--- src/rtl/id_ex_decode.sv ---
// id_ex_decode: RV32I-subset decode stage with a handshaked ID/EX register and load-use bubble insertion.
// Define ID_ILLEGAL_TRAP_EN to carry illegal instructions down the pipe flagged in ID_EX_illegal.
`ifndef ALU_ADD
`define ALU_ADD  5'd0
`define ALU_SUB  5'd1
`define ALU_SLL  5'd2
`define ALU_SLT  5'd3
`define ALU_SLTU 5'd4
`define ALU_XOR  5'd5
`define ALU_SRL  5'd6
`define ALU_SRA  5'd7
`define ALU_OR   5'd8
`define ALU_AND  5'd9
`endif
`ifndef BUS_NONE
`define BUS_NONE  2'd0
`define BUS_READ  2'd1
`define BUS_WRITE 2'd2
`endif

module id_ex_decode #(
  parameter int XLEN = 32,
  parameter int NREG_BITS = 5,
  parameter logic [XLEN-1:0] RESET_PC = '0
) (
  input  logic                 clk,
  input  logic                 rst,
  input  logic [XLEN-1:0]      RF_rs1_data,
  input  logic [XLEN-1:0]      RF_rs2_data,
  input  logic [XLEN-1:0]      IF_ID_pc,
  input  logic [31:0]          IF_ID_inst,
  input  logic                 IF_ID_vld,
  input  logic                 EX_ready,
  input  logic                 flush,
  output logic [NREG_BITS-1:0] ID_rs1,
  output logic [NREG_BITS-1:0] ID_rs2,
  output logic                 ID_stall,
  output logic                 ID_EX_vld,
  output logic [XLEN-1:0]      ID_EX_pc,
  output logic [XLEN-1:0]      ID_EX_alu_opa,
  output logic [XLEN-1:0]      ID_EX_alu_opb,
  output logic [4:0]           ID_EX_alu_func,
  output logic [XLEN-1:0]      ID_EX_mem_din,
  output logic [1:0]           ID_EX_mem_cmd,
  output logic [NREG_BITS-1:0] ID_EX_rd,
  output logic                 ID_EX_illegal
);
  logic [6:0] w_opc;
  logic [2:0] w_f3;
  logic w_is_op, w_is_imm, w_is_lui, w_is_auipc, w_is_load, w_is_store, w_legal;
  logic [XLEN-1:0] w_imm_i, w_imm_s, w_imm_u, w_shamt, w_opa, w_opb;
  logic [4:0] w_func, w_alu_f;
  logic [1:0] w_cmd;
  logic [NREG_BITS-1:0] w_rd;
  logic w_use1, w_use2, w_hz, w_adv, w_take, w_side, w_ill;
  logic r_vld, r_ill;
  logic [XLEN-1:0] r_pc, r_opa, r_opb, r_din;
  logic [4:0] r_func;
  logic [1:0] r_cmd;
  logic [NREG_BITS-1:0] r_rd;

  assign w_opc      = IF_ID_inst[6:0];
  assign w_f3       = IF_ID_inst[14:12];
  assign w_is_op    = w_opc == 7'b0110011;
  assign w_is_imm   = w_opc == 7'b0010011;
  assign w_is_lui   = w_opc == 7'b0110111;
  assign w_is_auipc = w_opc == 7'b0010111;
  assign w_is_load  = w_opc == 7'b0000011;
  assign w_is_store = w_opc == 7'b0100011;
  assign w_legal    = w_is_op | w_is_imm | w_is_lui | w_is_auipc | w_is_load | w_is_store;
  assign ID_rs1     = NREG_BITS'(IF_ID_inst[19:15]);
  assign ID_rs2     = NREG_BITS'(IF_ID_inst[24:20]);
  assign w_imm_i    = XLEN'($signed(IF_ID_inst[31:20]));
  assign w_imm_s    = XLEN'($signed({IF_ID_inst[31:25], IF_ID_inst[11:7]}));
  assign w_imm_u    = XLEN'($signed({IF_ID_inst[31:12], 12'b0}));
  assign w_shamt    = XLEN'(IF_ID_inst[24:20]);
  assign w_opa      = w_is_lui ? '0 : w_is_auipc ? IF_ID_pc : RF_rs1_data;
  assign w_opb      = w_is_op ? RF_rs2_data : (w_is_lui | w_is_auipc) ? w_imm_u : w_is_store ? w_imm_s :
                      (w_is_imm && w_f3[1:0] == 2'b01) ? w_shamt : w_imm_i;
  always_comb begin
    w_alu_f = `ALU_ADD;
    case (w_f3)
      3'd0: w_alu_f = (w_is_op & IF_ID_inst[30]) ? `ALU_SUB : `ALU_ADD;
      3'd1: w_alu_f = `ALU_SLL;
      3'd2: w_alu_f = `ALU_SLT;
      3'd3: w_alu_f = `ALU_SLTU;
      3'd4: w_alu_f = `ALU_XOR;
      3'd5: w_alu_f = IF_ID_inst[30] ? `ALU_SRA : `ALU_SRL;
      3'd6: w_alu_f = `ALU_OR;
      default: w_alu_f = `ALU_AND;
    endcase
  end
  assign w_func = (w_is_op | w_is_imm) ? w_alu_f : `ALU_ADD;
  assign w_cmd  = w_is_load ? `BUS_READ : w_is_store ? `BUS_WRITE : `BUS_NONE;
  assign w_rd   = w_is_store ? '0 : NREG_BITS'(IF_ID_inst[11:7]);
  assign w_use1 = w_is_op | w_is_imm | w_is_load | w_is_store;
  assign w_use2 = w_is_op | w_is_store;
  // rd of 0 never matches, so loads to x0 cannot stall anyone
  assign w_hz   = IF_ID_vld & r_vld & (r_cmd == `BUS_READ) & (r_rd != '0) &
                  ((w_use1 & (r_rd == ID_rs1)) | (w_use2 & (r_rd == ID_rs2)));
  assign w_adv  = !r_vld | EX_ready;
  assign ID_stall = !rst & IF_ID_vld & !flush & (w_hz | !w_adv);
  assign w_side = IF_ID_vld & w_legal;
`ifdef ID_ILLEGAL_TRAP_EN
  assign w_take = IF_ID_vld;
  assign w_ill  = IF_ID_vld & !w_legal;
`else
  assign w_take = w_side;
  assign w_ill  = 1'b0;
`endif

  always_ff @(posedge clk) begin
    if (rst) begin
      r_vld <= 1'b0;
      r_pc <= RESET_PC;
      r_opa <= '0;
      r_opb <= '0;
      r_func <= '0;
      r_din <= '0;
      r_cmd <= `BUS_NONE;
      r_rd <= '0;
      r_ill <= 1'b0;
    end else if (flush) begin
      r_vld <= 1'b0;
      r_cmd <= `BUS_NONE;
      r_ill <= 1'b0;
    end else if (w_adv & w_hz) begin
      r_vld <= 1'b0;
      r_cmd <= `BUS_NONE;
      r_rd <= '0;
      r_ill <= 1'b0;
    end else if (w_adv) begin
      r_vld <= w_take;
      r_pc <= IF_ID_pc;
      r_opa <= w_opa;
      r_opb <= w_opb;
      r_func <= w_func;
      r_din <= RF_rs2_data;
      r_cmd <= w_side ? w_cmd : `BUS_NONE;
      r_rd <= w_side ? w_rd : '0;
      r_ill <= w_ill;
    end
  end

  assign ID_EX_vld      = r_vld;
  assign ID_EX_pc       = r_pc;
  assign ID_EX_alu_opa  = r_opa;
  assign ID_EX_alu_opb  = r_opb;
  assign ID_EX_alu_func = r_func;
  assign ID_EX_mem_din  = r_din;
  assign ID_EX_mem_cmd  = r_cmd;
  assign ID_EX_rd       = r_rd;
  assign ID_EX_illegal  = r_ill;
endmodule

--- config.mk ---
export PLATFORM = sky130hd
export DESIGN_NAME = id_ex_decode
export DESIGN_NICKNAME = d
export VERILOG_FILES = /design/src/rtl/id_ex_decode.sv
export SDC_FILE = /design/constraint.sdc
export NUM_CORES = 1
export LEC_CHECK = 0
export ABC_AREA = 1
export BUFFER_PORTS_ARGS = -buffer_cell sky130_fd_sc_hd__buf_2
export CAP_MARGIN = 5
export CORE_MARGIN = 2
export CORE_UTILIZATION = 35
export CTS_CLUSTER_SIZE = 30
export DETAILED_ROUTE_END_ITERATION = 8
export SLEW_MARGIN = 20
export SYNTH_ARGS = -nofsm -noshare
export SYNTH_HDL_FRONTEND = slang
export SYNTH_SLANG_ARGS = --single-unit
--- constraint.sdc ---
create_clock -name clk -period 2.2 [get_ports clk]
set_clock_uncertainty 0.1 [all_clocks]
set_input_delay 0.22 -clock clk [delete_from_list [all_inputs] [get_ports clk]]
set_output_delay 0.22 -clock clk [all_outputs]
set_load 0.05 [all_outputs]
==> impl_metrics.ini, run 1 <==
[global_routing]
grt_first_pass_wirelength_mm = 39.2
grt.total_usage = 0.227
grt_use_met2 = 0.360
grt_max_degree = 106
overflow = 0
met3_usage = 0.0825
gr-usage-met1 = 0.286
grt_pass1_vias = 7229
gr-max-usage-layer = met2
antenna_found_initial = 3

[outcome]
status = completed

[cells_and_area]
fin_nets = 1519
final_cell_mix = nand2_1, buf_2, nor2_1
layout_commonest_cell = nand2_1
syn_to_final_growth_pct = 31.5
final_layout_size_suffix_gt1_frac = 0.257

[worst_setup_path]
cp.required_ns = 1.88
crit_start = ID_EX_rd[1]
r2r-start = ID_EX_rd[3]
crit_top_cell = nand2_1
worstSetupEndpointType = output port
cpMaxStageDelayCell = dfxtp_2
rrSetupSlack_ns = 0.19
critPathKind = register to output port
arrival_ns = 1.76
slowest_delay_ns = 0.38
critPathLaunchType = register
path_cells = inv_1 > nand2_1 > nand2_1 > nor2_1 > nand3_1 > nand2_2 > nand2_8 > a21oi_4 > buf_6
cp_max_fo = 9

[route]
wl_mm = 25.8
routed_via_density = 4.85
first_iter_violations = 445
drc = 0
num_vias = 8095
wl_per_cell_um = 15.4
antenna_left = 0
firstDrtPassIters = 6

[die]
rows = 52
start_util = 0.359
ioPinCount = 286
core-area_um2 = 20400
die_h_um = 149
die-width_um = 149
dieArea_um2 = 22100

[timing]
period_minus_slack_ns = 2.08
hold_viol_final = 0
holdWs_ns = 0.0194
final-max-slew-violation-count = 0
fin_ws_ns = 0.122
max_freq_mhz = 481
period_share = 0.945
setup_viol = 0

[placement]
port_buffers = 283
dpl.hpwl_mm = 18.9
dp_slack_ns = 0.231
gp_congestion = 0.926

[synth]
synth.area.top_cells = dfxtp_1, nand2_1, nor2_1, a21oi_1, nand3b_1
synth_seq_area_share = 0.383
ys_ff_latch = 140
synth_top_area_frac = 0.383
syn_area_per_cell_um2 = 6.36
synthCells = 1150
yosys_warnings = 0
synth_cell_type_count = 24
synth_area_leader_cell = dfxtp_1
synth.cell_area_um2 = 7320

[power]
p_leak_nw = 5.07
ir_drop_v = 0.000479
power.density_nw_per_um2 = 766
p_total_mw = 7.38

[clock_network]
root_buffer = clkbuf_16
clock-sinks = 140
cts.reportedPaths.clkPinSlew_ns = 0.06
htreeDepth = 4
worstSkewPairLatency_ns = 0.43
clock_path_buffers = 2
tritoncts = done
cts_buffers = 17

[run]
drv_cap = 0

[worst_hold_path]
hold_start = IF_ID_pc[12]
worst_hold_path_type = primary input to register
## stage by stage
step	utilization	instance area [µm²]	std cells	TNS [ns]
global route	0.473	9630	1669	-0.000102
detailed placement	0.440	8970	1632	0
floorplan	-	7340	1151	0
finish	0.473	9630	1670	0
CTS	0.471	9580	1665	0
global placement	0.440	8970	1632	0
## worst paths after layout
kind / to / cells past startpoint
hold / removal: ID_EX_pc[12] / 4
setup reg to reg: ID_EX_alu_opa[22] / 10
setup / recovery: ID_stall / 9
hold reg to reg: ID_EX_alu_opb[31] / 2
## where the power goes
group          internal, mW  total (mW)  switching, mW
registers              2.71        2.80         0.0895
logic                 0.465        1.66           1.19
clock network          1.79        2.92           1.13
## area by class of cell
type                            count  area (µm²)
Antenna cell                        1        2.50
Clock buffer                       23         488
Clock inverter                      9         111
Fill cell                        2168       10700
Inverter                           54         205
Multi-Input combinational cell    862        3910
Sequential cell                   140        2820
Tap cell                          270         338
Timing Repair Buffer              311        1760
## state kept, by name, indices dropped and copies added, names as in the netlist
name            count
ID_EX_rd            5
ID_EX_mem_din      32
ID_EX_pc           32
ID_EX_vld           1
ID_EX_alu_opb      32
ID_EX_alu_opa      32
ID_EX_alu_func      4
ID_EX_mem_cmd       2
## Yosys cell counts
library cell,number
clkbuf_1,26
nand3_2,1
nand2_1,340
nand4_1,3
nor2_2,1
o211ai_1,4
buf_2,43
buf_4,12
o21ai_0,20
buf_1,14
nand3b_1,79
nor3_1,2
clkinv_1,1
dfxtp_1,140
a21boi_0,1
inv_2,4
conb_1,1
nor2_1,206
nor3_2,1
inv_1,49
a21oi_1,136
nor2_4,1
nand3_1,63
nand2_2,2
## worst max-delay path: cells and delay by family (launching register included)
family,cells,cell delay [ns]
buffers and inverters,2,0.26
DFF,1,0.38
and+or+nand+nor,6,0.54
AOI/OAI and AO/OA,1,0.15
## cells by family after synthesis
family	count (synthesis)	synth area share
other cells	1	0.000512
simple gates	699	0.415
compound gates	161	0.112
buf+inv	149	0.0899
flops	140	0.383
## routing by layer
metal  part of all wire  routed length [µm]
met1               0.43               11000
met4              0.026                 663
met3              0.097                2490
met2               0.45               11600
met5             0.0013                  34
## what timing repair did
action / 4_1_cts / 5_1_grt
endpoints found under the setup margin: 1 / 1
endpoints found under the hold margin: 5 / 0
pin swaps: 0 / 1
gates resized for setup: 3 / 4
buffers inserted: 0 / 4
hold buffers: 1 / 0
Power figures use the tool's default switching activity.
==> inputs of run 2 (changes only) <==
==> constraint.sdc (replaced) <==
create_clock -name clk -period 2.4 [get_ports clk]
set_clock_uncertainty 0.1 [all_clocks]
set_input_delay 0.24 -clock clk [delete_from_list [all_inputs] [get_ports clk]]
set_output_delay 0.24 -clock clk [all_outputs]
set_load 0.05 [all_outputs]
==> run 2 against run 1 <==
  * Via count fell by 0.47%
  * Clock-buffer cell count is 1 lower
  * Register-to-register slack gained 0.12 ns
  * Global-route usage grew 0.15 points
  * Cell area decreased by 0.64%
  * Combinational power down 9%
  * Sequential power is 8.6% lower
  * Die area unchanged
  * Non-clock buffer count fell by 5
  * Sequential cell count did not move
  * Clock power decreased by 11%
  * Sequential share of layout area grew 0.096 points
  * Largest power group unchanged
==> impl_metrics.ini, run 2 (same netlist as run 1, synthesis figures left out) <==
[outcome]
status = completed

[clock_network]
tritoncts = done
htreeDepth = 4
cts_buffers = 17
cts.reportedPaths.clkPinSlew_ns = 0.06
root_buffer = clkbuf_16
post-cts-setup-buffers = 0
ctsHoldBuffers = 0
clock-sinks = 140
postCtsResizedCells = 3
clock_path_buffers = 2
worstSkewPairLatency_ns = 0.42

[timing]
setup_viol = 0
worst_pin_slew_ns = 0.781
max_freq_mhz = 447
fin_ws_ns = 0.161
final-max-slew-violation-count = 0
setup_tns_ns = 0
rsz0062_at_grt = false
slew_headroom = 0.477
period_share = 0.933
period_minus_slack_ns = 2.24
hold_viol_final = 0

[route]
routed_via_density = 4.84
first_iter_violations = 578
antenna_left = 0
drc = 0
wl_mm = 25.9
firstDrtPassIters = 5
wl_per_cell_um = 15.5
num_vias = 8057

[global_routing]
overflow = 0
antenna_found_initial = 3
grt_max_degree = 76
grt_pass1_vias = 7331
grt_first_pass_wirelength_mm = 39.7
grt.total_usage = 0.229

[worst_setup_path]
critPathLaunchType = register
arrival_ns = 1.90
cp_max_fo = 27
critPathKind = register to output port
cp.required_ns = 2.06
worstSetupEndpointType = output port

[die]
start_util = 0.359
die_h_um = 149
ioPinCount = 286
dieArea_um2 = 22100
die-width_um = 149
rows = 52
core-area_um2 = 20400

[cells_and_area]
final_cell_area_um2 = 9570
nFillCells = 2189
syn_to_final_growth_pct = 30.7
instances_no_fill = 1664
final_layout_size_suffix_gt1_frac = 0.253
fin_nets = 1514
layout_commonest_cell = nand2_1
final_cell_mix = nand2_1, buf_2, nor2_1

[placement]
gp_congestion = 0.880
postPlaceCellArea_um2 = 8970
dpl.hpwl_mm = 19.0
place_inst = 1632
port_buffers = 283
dp_slack_ns = 0.255

[power]
ir_drop_v = 0.000418
p_leak_nw = 5.04
power.density_nw_per_um2 = 699

[worst_hold_path]
worst_hold_path_type = primary input to register

[run]
drv_cap = 0
==> run 2: cell count changes in the layout (fill, tap and decap cells not counted), moves of 2 or more <==
cell	change
buf_4	-4
dfxtp_4	-3
clkbuf_8	-2
dfxtp_2	+2
==> run 2: cell type report <==
type / instances / area, µm² / area share
Tap cell: 270 / 338 / 0.0353
Inverter: 54 / 205 / 0.0214
Antenna cell: 1 / 2.50 / 0.000262
Clock buffer: 22 / 464 / 0.0485
Clock inverter: 9 / 114 / 0.0119
Timing Repair Buffer: 306 / 1730 / 0.181
Sequential cell: 140 / 2810 / 0.293
Multi-Input combinational cell: 862 / 3910 / 0.408
==> run 2: per-stage QoR <==
stage	total power, mW	util	hold WS, ns
5_1_grt	6.98	0.470	0.00739
4_1_cts	6.75	0.469	0.000778
3_5_place_dp	4.13	0.441	0.361
2_1_floorplan	3.68	-	0.209
6_report	6.69	0.470	0.0192
3_3_place_gp	4.12	0.441	0.355
==> run 2: worst paths after layout <==
path / slack (ns) / cells after the start / endpoint / from
worst min register to register: 0.37 / 2 / ID_EX_mem_din[6] / ID_EX_mem_din[6]
worst min-delay path: 0.02 / 2 / ID_EX_rd[2] / rst
worst max register to register: 0.31 / 10 / ID_EX_pc[21] / ID_EX_rd[3]
worst max-delay path: 0.16 / 9 / ID_stall / ID_EX_rd[3]
==> run 2: power breakdown <==
group	switching, mW	internal (mW)	total [mW]
combinational	1.09	0.418	1.51
sequential	0.0793	2.48	2.56
clock	1.03	1.59	2.61
total	2.20	4.49	6.69
==> run 2: metal layers <==
layer | vias to the layer above | share of wire | GRT usage
met5 | - | 0.0010 | 0
met4 | 4 | 0.016 | 0.0643
met3 | 33 | 0.075 | 0.0598
met2 | 271 | 0.46 | 0.366
met1 | 3634 | 0.45 | 0.306
li1 | 4115 | - | -
==> run 2: critical path, stage by stage, from the launching register on <==
cell,delay (ns)
dfxtp_1,0.36
inv_1,0.12
nand2_1,0.08
nand2_1,0.05
nor2_1,0.10
nand3_1,0.10
nand2_2,0.14
nand2_8,0.17
a21oi_4,0.16
buf_4,0.21
